## config.mk

```make
export PLATFORM = sky130hd
export DESIGN_NAME = pipelined_dual_port_mem_flat
export DESIGN_NICKNAME = d
export VERILOG_FILES = /design/src/rtl/pipelined_dual_port_mem_pkg.sv /design/src/rtl/pipelined_dual_port_mem_if.sv /design/src/rtl/pipelined_dual_port_mem_read_pipe.sv /design/src/rtl/pipelined_dual_port_mem.sv /design/src/flat_wrapper.sv
export SDC_FILE = /design/constraint.sdc
export NUM_CORES = 2
export LEC_CHECK = 0
export BUFFER_PORTS_ARGS = -buffer_cell sky130_fd_sc_hd__buf_4
export CORE_AREA = 2 2 492 494
export CTS_CLUSTER_SIZE = 20
export DETAILED_ROUTE_END_ITERATION = 10
export DIE_AREA = 0 0 494 496
export GPL_ROUTABILITY_DRIVEN = 0
export PLACE_DENSITY = 0.66
export REMOVE_ABC_BUFFERS = 1
export SYNTH_ARGS = -nofsm -noshare
export SYNTH_HDL_FRONTEND = slang
export SYNTH_SLANG_ARGS = --single-unit
```

## constraint.sdc

```tcl
create_clock -name clk -period 9.7 [get_ports clk]
set_input_delay 0.485 -clock clk [delete_from_list [all_inputs] [get_ports clk]]
set_output_delay 0.485 -clock clk [all_outputs]
set_load 0.01 [all_outputs]
```

## src/rtl/pipelined_dual_port_mem_pkg.sv

```systemverilog
// Shared types and constants for the dual-port instruction/data memory.
package mem_pkg;

    // Sequencer states: zeroing the array after reset, then normal service.
    typedef enum logic {
        CLEAR = 1'b0,
        RUN   = 1'b1
    } mem_state_t;

    // Supported read latencies, in cycles from the accept edge.
    localparam int READ_LAT_MIN = 1;
    localparam int READ_LAT_MAX = 2;

    // Number of words addressed by an addr_w-bit address.
    function automatic int mem_depth(input int addr_w);
        return 1 << addr_w;
    endfunction

endpackage

```

## src/rtl/pipelined_dual_port_mem_if.sv

```systemverilog
// Port bundle for the dual-port memory: port A fetch, port B load/store, init status.
interface pipelined_dual_port_mem_if #(
    parameter int DATA_W = 8,
    parameter int ADDR_W = 8
);
    logic              a_en;
    logic [ADDR_W-1:0] a_addr;
    logic [DATA_W-1:0] a_rdata;
    logic              a_rvalid;

    logic              b_en;
    logic              b_we;
    logic [ADDR_W-1:0] b_addr;
    logic [DATA_W-1:0] b_wdata;
    logic              b_ready;
    logic [DATA_W-1:0] b_rdata;
    logic              b_rvalid;

    logic              init_busy;

    // Pipeline side: issues fetches and loads/stores.
    modport master (
        output a_en, a_addr, b_en, b_we, b_addr, b_wdata,
        input  a_rdata, a_rvalid, b_ready, b_rdata, b_rvalid, init_busy
    );

    // Memory side.
    modport slave (
        input  a_en, a_addr, b_en, b_we, b_addr, b_wdata,
        output a_rdata, a_rvalid, b_ready, b_rdata, b_rvalid, init_busy
    );
endinterface

```

## src/rtl/pipelined_dual_port_mem_read_pipe.sv

```systemverilog
// Read-data delay line: carries a valid flag and its data READ_LAT stages.
// Data registers only load with a valid beat, so the output holds its last value.
module mem_read_pipe
    import mem_pkg::*;
#(
    parameter int DATA_W   = 8,
    parameter int READ_LAT = 1
) (
    input  logic              clk,
    input  logic              rst,
    input  logic              in_valid,
    input  logic [DATA_W-1:0] in_data,
    output logic              out_valid,
    output logic [DATA_W-1:0] out_data
);

    if (READ_LAT < READ_LAT_MIN || READ_LAT > READ_LAT_MAX) begin : g_lat_check
        $error("mem_read_pipe: READ_LAT must be 1 or 2");
    end

    logic [READ_LAT-1:0] vld;
    logic [DATA_W-1:0]   dat [READ_LAT];

    // Shift valid every cycle; advance data only alongside a valid beat.
    always_ff @(posedge clk or posedge rst) begin
        if (rst) begin
            vld <= '0;
            for (int i = 0; i < READ_LAT; i++) begin
                dat[i] <= '0;
            end
        end else begin
            vld[0] <= in_valid;
            if (in_valid) begin
                dat[0] <= in_data;
            end
            for (int i = 1; i < READ_LAT; i++) begin
                vld[i] <= vld[i-1];
                if (vld[i-1]) begin
                    dat[i] <= dat[i-1];
                end
            end
        end
    end

    assign out_valid = vld[READ_LAT-1];
    assign out_data  = dat[READ_LAT-1];

endmodule

```

## src/rtl/pipelined_dual_port_mem.sv

```systemverilog
// Shared instruction/data memory: port A fetch (read-only), port B load/store,
// write-first forwarding from B to A, optional zero-fill after reset.
//
//   state | meaning
//   ------+-----------------------------------------------------------
//   CLEAR | zeroing mem[clr_cnt] each cycle; both ports ignored
//   RUN   | normal service; terminal until the next reset
module pipelined_dual_port_mem
    import mem_pkg::*;
#(
    parameter int DATA_W         = 8,
    parameter int ADDR_W         = 8,
    parameter int READ_LAT       = 1,
    parameter int CLEAR_ON_RESET = 1
) (
    input  logic                       clk,
    input  logic                       rst,
    pipelined_dual_port_mem_if.slave   bus
);

    localparam int              DEPTH       = mem_depth(ADDR_W);
    localparam logic [ADDR_W:0] CLR_LAST    = (ADDR_W + 1)'(DEPTH - 1);
    localparam mem_state_t      RESET_STATE = (CLEAR_ON_RESET != 0) ? CLEAR : RUN;

    logic [DATA_W-1:0] mem [DEPTH];

    mem_state_t        state;
    logic [ADDR_W:0]   clr_cnt;
    logic              init_busy_q;

    logic              b_acc;
    logic              b_wr;
    logic              b_rd;
    logic              a_acc;
    logic [DATA_W-1:0] a_sample;
    logic [DATA_W-1:0] b_sample;

    assign bus.b_ready   = (state == RUN);
    assign bus.init_busy = init_busy_q;

    assign b_acc = bus.b_en & bus.b_ready;
    assign b_wr  = b_acc & bus.b_we;
    assign b_rd  = b_acc & ~bus.b_we;
    assign a_acc = bus.a_en & (state == RUN);

    // A port B write to the fetched address wins on the same edge.
    assign a_sample = (b_wr && (bus.b_addr == bus.a_addr)) ? bus.b_wdata : mem[bus.a_addr];
    assign b_sample = mem[bus.b_addr];

    // Clear sequencer: walk the whole array once, then stay in RUN.
    always_ff @(posedge clk or posedge rst) begin
        if (rst) begin
            state       <= RESET_STATE;
            clr_cnt     <= '0;
            init_busy_q <= (CLEAR_ON_RESET != 0);
        end else if (state == CLEAR) begin
            clr_cnt <= clr_cnt + 1'b1;
            if (clr_cnt == CLR_LAST) begin
                state       <= RUN;
                init_busy_q <= 1'b0;
            end
        end
    end

    // Array writes: zero-fill while clearing, otherwise accepted port B stores.
    always_ff @(posedge clk) begin
        if (state == CLEAR && !rst) begin
            mem[clr_cnt[ADDR_W-1:0]] <= '0;
        end else if (b_wr) begin
            mem[bus.b_addr] <= bus.b_wdata;
        end
    end

    mem_read_pipe #(
        .DATA_W   (DATA_W),
        .READ_LAT (READ_LAT)
    ) u_pipe_a (
        .clk       (clk),
        .rst       (rst),
        .in_valid  (a_acc),
        .in_data   (a_sample),
        .out_valid (bus.a_rvalid),
        .out_data  (bus.a_rdata)
    );

    mem_read_pipe #(
        .DATA_W   (DATA_W),
        .READ_LAT (READ_LAT)
    ) u_pipe_b (
        .clk       (clk),
        .rst       (rst),
        .in_valid  (b_rd),
        .in_data   (b_sample),
        .out_valid (bus.b_rvalid),
        .out_data  (bus.b_rdata)
    );

endmodule
```

## src/flat_wrapper.sv

```systemverilog
// flat-port wrapper written by rule: the top's interface ports become plain ports
module pipelined_dual_port_mem_flat import mem_pkg::*;
#(
    parameter int DATA_W         = 8,
    parameter int ADDR_W         = 8,
    parameter int READ_LAT       = 1,
    parameter int CLEAR_ON_RESET = 1
)
  (clk, rst, bus_a_en, bus_a_addr, bus_b_en, bus_b_we, bus_b_addr, bus_b_wdata, bus_a_rdata, bus_a_rvalid, bus_b_ready, bus_b_rdata, bus_b_rvalid, bus_init_busy);
  pipelined_dual_port_mem_if #(.DATA_W(DATA_W), .ADDR_W(ADDR_W)) bus_i ();
  input  logic clk;
  input  logic rst;
  input wire logic [$bits(bus_i.a_en)-1:0] bus_a_en;
  input wire logic [$bits(bus_i.a_addr)-1:0] bus_a_addr;
  input wire logic [$bits(bus_i.b_en)-1:0] bus_b_en;
  input wire logic [$bits(bus_i.b_we)-1:0] bus_b_we;
  input wire logic [$bits(bus_i.b_addr)-1:0] bus_b_addr;
  input wire logic [$bits(bus_i.b_wdata)-1:0] bus_b_wdata;
  output wire logic [$bits(bus_i.a_rdata)-1:0] bus_a_rdata;
  output wire logic [$bits(bus_i.a_rvalid)-1:0] bus_a_rvalid;
  output wire logic [$bits(bus_i.b_ready)-1:0] bus_b_ready;
  output wire logic [$bits(bus_i.b_rdata)-1:0] bus_b_rdata;
  output wire logic [$bits(bus_i.b_rvalid)-1:0] bus_b_rvalid;
  output wire logic [$bits(bus_i.init_busy)-1:0] bus_init_busy;
  assign bus_i.a_en = bus_a_en;
  assign bus_i.a_addr = bus_a_addr;
  assign bus_i.b_en = bus_b_en;
  assign bus_i.b_we = bus_b_we;
  assign bus_i.b_addr = bus_b_addr;
  assign bus_i.b_wdata = bus_b_wdata;
  assign bus_a_rdata = bus_i.a_rdata;
  assign bus_a_rvalid = bus_i.a_rvalid;
  assign bus_b_ready = bus_i.b_ready;
  assign bus_b_rdata = bus_i.b_rdata;
  assign bus_b_rvalid = bus_i.b_rvalid;
  assign bus_init_busy = bus_i.init_busy;
  pipelined_dual_port_mem #(.DATA_W(DATA_W), .ADDR_W(ADDR_W), .READ_LAT(READ_LAT), .CLEAR_ON_RESET(CLEAR_ON_RESET)) u_core (.clk(clk), .rst(rst), .bus(bus_i));
endmodule
```

# == Yosys cells after proc, flatten, opt, wreduce, memory -nomap -nowiden ==
# Memory sizes are Yosys's and may differ from the RTL's. A register that Yosys moved wholly into a read port is not among the register bits.
# Cells that the tools add are included.
# totals
regBits,13
romBits,0
latch_bits,0
output_inout_bits,20
ramBits,2048
wordCells,28
mem_count,1
# op_classes
shifts,0
bitwise_logic,6
magnitude_cmp,0
n_eq_ne,1
n_div,0
n_reduce_logical,4
mul,0
mux,10
n_addsub,1
# memory_table
name,depth,word_bits,read_ports,rd_ports_with_merged_regs,write_ports,line_no,rtl
u_core.mem,256,8,2,2,1,pipelined_dual_port_mem.sv:25,logic [DATA_W-1:0] mem [DEPTH];
# op_table
cell,count
$mux 8,2
$add 9x1->9 const B,1
$eq 9x8->1 const B,1
$mux 1,8
$reduce_or 8->1,1
$and 1x1->1,4
$not 1->1,2
$reduce_and 2->1,1
$logic_and 1x1->1,1
$logic_not 1->1,1

# == Depth between registers and ports, before layout ==
# depth
depth_word,7
depth_mapped,13
depth_no_buf,7

# == By module ==
# A second synthesis with hierarchy kept.
# unflattened
cells_unflattened,4981
area_unflattened_um2,96867.9
# by_module_without_submodules
module,area_per_inst_um2,instances,cells_each,seq_area_each_um2
pipelined_dual_port_mem,96147.2,1,4943,61775.5
mem_read_pipe,360.3,2,19,225.2

# == Least setup slack after synthesis ==
# OpenSTA, ideal clock, no wires.
# synth_timing
kind,in2reg
startpoint,input bus_b_en
endpoint,memory u_core.mem[0][0] (data pin)
required_time_ns,8.827
cell_stages,4
setup_slack_ns,4.406
setup_ns,0.873
n_path_buf,2
t_arrival_ns,4.421
path_cell_list,and3_1 > buf_2 > clkbuf_1 > and2_1
# synth_via
elab_chain_len,7
# synth_lines
element,line_no,rtl
from (decl),flat_wrapper.sv:15,input wire logic [$bits(bus_i.b_en)-1:0] bus_b_en;
$and 1x1->1,pipelined_dual_port_mem.sv:41,assign b_acc = bus.b_en & bus.b_ready;
$and 1x1->1,pipelined_dual_port_mem.sv:42,assign b_wr = b_acc & bus.b_we;
$mux 1,pipelined_dual_port_mem.sv:69,end else if (b_wr) begin
$mux 1,pipelined_dual_port_mem.sv:67,if (state == CLEAR && !rst) begin
$mux 1 (implied by the code),pipelined_dual_port_mem.sv:70,mem[bus.b_addr] <= bus.b_wdata;
$reduce_or 8->1 (no line),n/a,
$mux 8 (no line),n/a,
to (decl),pipelined_dual_port_mem.sv:25,
# Every way passes these cells.

# == Final worst setup path ==
# layout_timing
startpoint,"register u_core.state, in the netlist u_core.bus.b_ready"
endpoint,"memory u_core.mem[228][1], enable pin"
# layout_via
elab_chain_len,7
elab_cells_between_ends,12
# layout_lines
element,line_no,rtl
from (decl),pipelined_dual_port_mem.sv:27,mem_state_t state;
from (signal assigned),pipelined_dual_port_mem.sv:53,state <= RESET_STATE;
from (signal assigned),pipelined_dual_port_mem.sv:59,state <= RUN;
$and 1x1->1,pipelined_dual_port_mem.sv:41,
$and 1x1->1,pipelined_dual_port_mem.sv:42,
$mux 1,pipelined_dual_port_mem.sv:69,
$mux 1,pipelined_dual_port_mem.sv:67,
$mux 1 (implied by the code),pipelined_dual_port_mem.sv:70,
$reduce_or 8->1 (no line),n/a,
$mux 8 (no line) / $mux 1 (equally long branches),n/a,
# Parallel ways exist; a longest one is shown, timed or not.

==> reports/qor.csv <==
metric,value,unit
power per standard cell area,175,nW/um2
area delta synth->final,10.4,%
max cap viols,4,
Clock Path Buffers,3,
sequential fraction of the synthesis area,63.6,%
CP peak stage delay,1.32,ns
total congestion overflow,0,
Worst Tran Pin Value,1.73,ns
HPWL after detailed placement,213,mm
HP Class,in2async,
full die area,245000,um2
remaining antenna violation count,0,
vias in the first global route,57463,
fraction of registers with async set/reset,1.40,%
share of cells above drive strength 1,29.4,%
Clk Tree Root Cell,clkbuf_16,
DRT Wirelength,335,mm
worst path arrival time,5.67,ns
standard-cell rows,180,
Max Slew Vio Count,148,
CP max stage cell,nand3_1,
Cell variety after synth,76,
final hold vios,0,
Setup crit start kind,register,
Sink Count,2077,
Core Area,240000,um2
WS Path Type,reg2reg,
# DRC,0,
DRT iter0 DRCs,9608,
Via density,6.95,
Yosys warnings,0,
clk_skew,0.0469,ns
Die Ht,496,um
peak supply drop,0.000201,V
Netlist Area Pre-Place,97900,um2
crit-path cells,"nand3_1, buf_4, o31ai_1, nand3_1, buf_4, nor2_1",
FF-to-FF path depth,6,
setup_tns,0,ns
CP Capture Type,register,
Seq cells post-synth,2077,
syn_area_per_cell,19.1,um2
fmax,193,MHz
largest net degree at the start of global routing,198,
"Reg clk slew, reported paths",0.07,ns
P_leak,0.0275,uW
Tmin final,5.19,ns
"leading cell type in the layout, fill and taps excluded",edfxtp_1,
worst skew pair latency,0.88,ns
antenna violations before repair,20,
mean routed wirelength per cell,39.5,um
status,"finished, violations left",
Synth Instances,5115,
max_slew headroom,-15.1,%
failing checks,"capacitance limit, slew limit",
Min Hold Slack,0.149,ns
"commonest cells after routing, fill and taps aside","2048 x edfxtp_1, 995 x mux4_2, 313 x nor2_1, 310 x mux2i_1, 210 x clkbuf_16",
fin crit share,53.6,%
Initial Utilization,40.8,%
htree depth,4,
Worst Path Max Fanout,22,
IO Port Bufs,48,
Post-synth EDFFs,2048,
non-filler instance count after layout,8480,
# resized after CTS,0,
Horiz. Die Dim,494,um
Final setup viols,0,
IO Count,49,
global-route wire length before repair,463,mm
ys flop type,edfxtp_1,
NumNets Final,5134,
Post-Place Cells,8077,
1st-pass router iterations,6,
Vias,58901,
Overall Global Routing Usage,27.0,%
Worst EP required,10.18,ns
CTS tree,built,
RSZ-0062 raised after global routing,no,
Inserted Clock Buffers,208,
-- sequential cells by signal, summed over array words and instances (netlist names) --
name                       count
u_core.u_pipe_b.out_valid      1
u_core.mem                  2048
u_core.bus.b_ready             1
u_core.u_pipe_a.out_data       8
u_core.u_pipe_a.out_valid      1
u_core.u_pipe_b.out_data       8
u_core.clr_cnt                 9
u_core.bus.init_busy           1
-- power breakdown --
part           switching (uW)  leakage (uW)  total, uW  internal, uW
sequential                  0        0.0146       9700          9700
clock                    3550       0.00337       8290          4750
combinational             675       0.00961        973           298
-- final cells by class --
| type | instances | area [um2] |
|---|---|---|
| inverter | 17 | 75.1 |
| tap | 3185 | 3990 |
| timing repair buffer | 195 | 1700 |
| clock buffer | 258 | 5470 |
| sequential | 2077 | 62200 |
| antenna | 11 | 27.5 |
| multi-input combinational | 2604 | 33200 |
| fill | 20195 | 132000 |
| clock inverter | 133 | 1450 |
-- final timing paths --
| path | startpoint | end | slack [ns] |
|---|---|---|---|
| worst max-delay path | u_core.bus.b_ready | u_core.mem[228][1] | 4.51 |
| worst min-delay path | rst | u_core.u_pipe_a.out_valid | 0.15 |
| worst max register to register | u_core.bus.b_ready | u_core.mem[228][1] | 4.51 |
| worst min register to register | u_core.u_pipe_b.out_data[5] | u_core.u_pipe_b.out_data[5] | 0.50 |
| max in group asynchronous | rst | u_core.u_pipe_b.out_data[7] | 8.80 |
| min in group clk | bus_b_wdata[5] | u_core.mem[148][5] | 0.16 |
-- metrics by stage --
| stage | worst slack, ns | total power (uW) | cell area [um2] | util, % |
|---|---|---|---|---|
| 2_1_floorplan | 4.17 | 10300 | 95300 | - |
| 6_report | 4.51 | 19000 | 108000 | 45.1 |
| 4_1_cts | 4.83 | 19000 | 108000 | 45.1 |
| 3_5_place_dp | 4.15 | 10800 | 101000 | 42.2 |
| 3_3_place_gp | 4.30 | 10800 | 101000 | 42.2 |
| 5_1_grt | 4.52 | 19300 | 108000 | 45.1 |
-- Yosys cell counts (all sizes together), types with 3 or more instances --
master	n	area, um2
clkbuf	164	616
a32oi	14	123
a21o	7	52.6
o22ai	59	369
mux2	18	203
nor2	317	1190
nand2b	11	68.8
dfrtp	28	701
o311ai	6	52.6
or3	10	62.6
xnor2	7	61.3
a311oi	7	61.3
o32ai	12	105
o31ai	20	165
o21ai	49	249
edfxtp	2048	61500
nor2b	17	106
xor2	8	70.1
mux4	995	22400
nand4	13	81.3
a2111oi	3	26.3
nand3	73	375
buf	253	1930
nor4	7	50.1
nand3b	10	75.1
a221oi	25	225
a22o	14	123
nor3	25	125
a31oi	20	125
inv	15	56.3
or2	6	37.5
a21oi	93	465
a221o	4	40.0
a211oi	26	195
o2111ai	4	35.0
a22oi	119	893
mux2i	310	3100
a211o	5	43.8
and2	31	194
o221ai	70	613
o211ai	12	90.1
nand2	154	578
-- cell families after synthesis --
| family | synth area share [%] |
|---|---|
| and+or+nand+nor | 3.07 |
| adders and majority gates | 0.0256 |
| DFF | 63.6 |
| muxes | 26.3 |
| xor gates and xnor gates | 0.134 |
| AOI/OAI and AO/OA | 4.26 |
| buffers and inverters | 2.67 |
-- worst max-delay path, delay by kind of cell (launching register included) --
family / cells / cell delay [ns]
simple gates: 3 / 2.36
buf+inv: 2 / 0.90
compound gates: 1 / 0.83
flops: 1 / 0.69
-- layer usage --
metal	global-route usage, %	part of all wire [%]
met4	16.3	7.1
met2	40.3	45
met5	0	0.024
met1	35.2	35
met3	7.90	13
-- what timing repair did --
item / CTS / global route
setup buffers: 0 / 0
hold buffers: 1 / 0
endpoints found under the hold margin: 29 / 0
(Power assumes the default switching activity.)
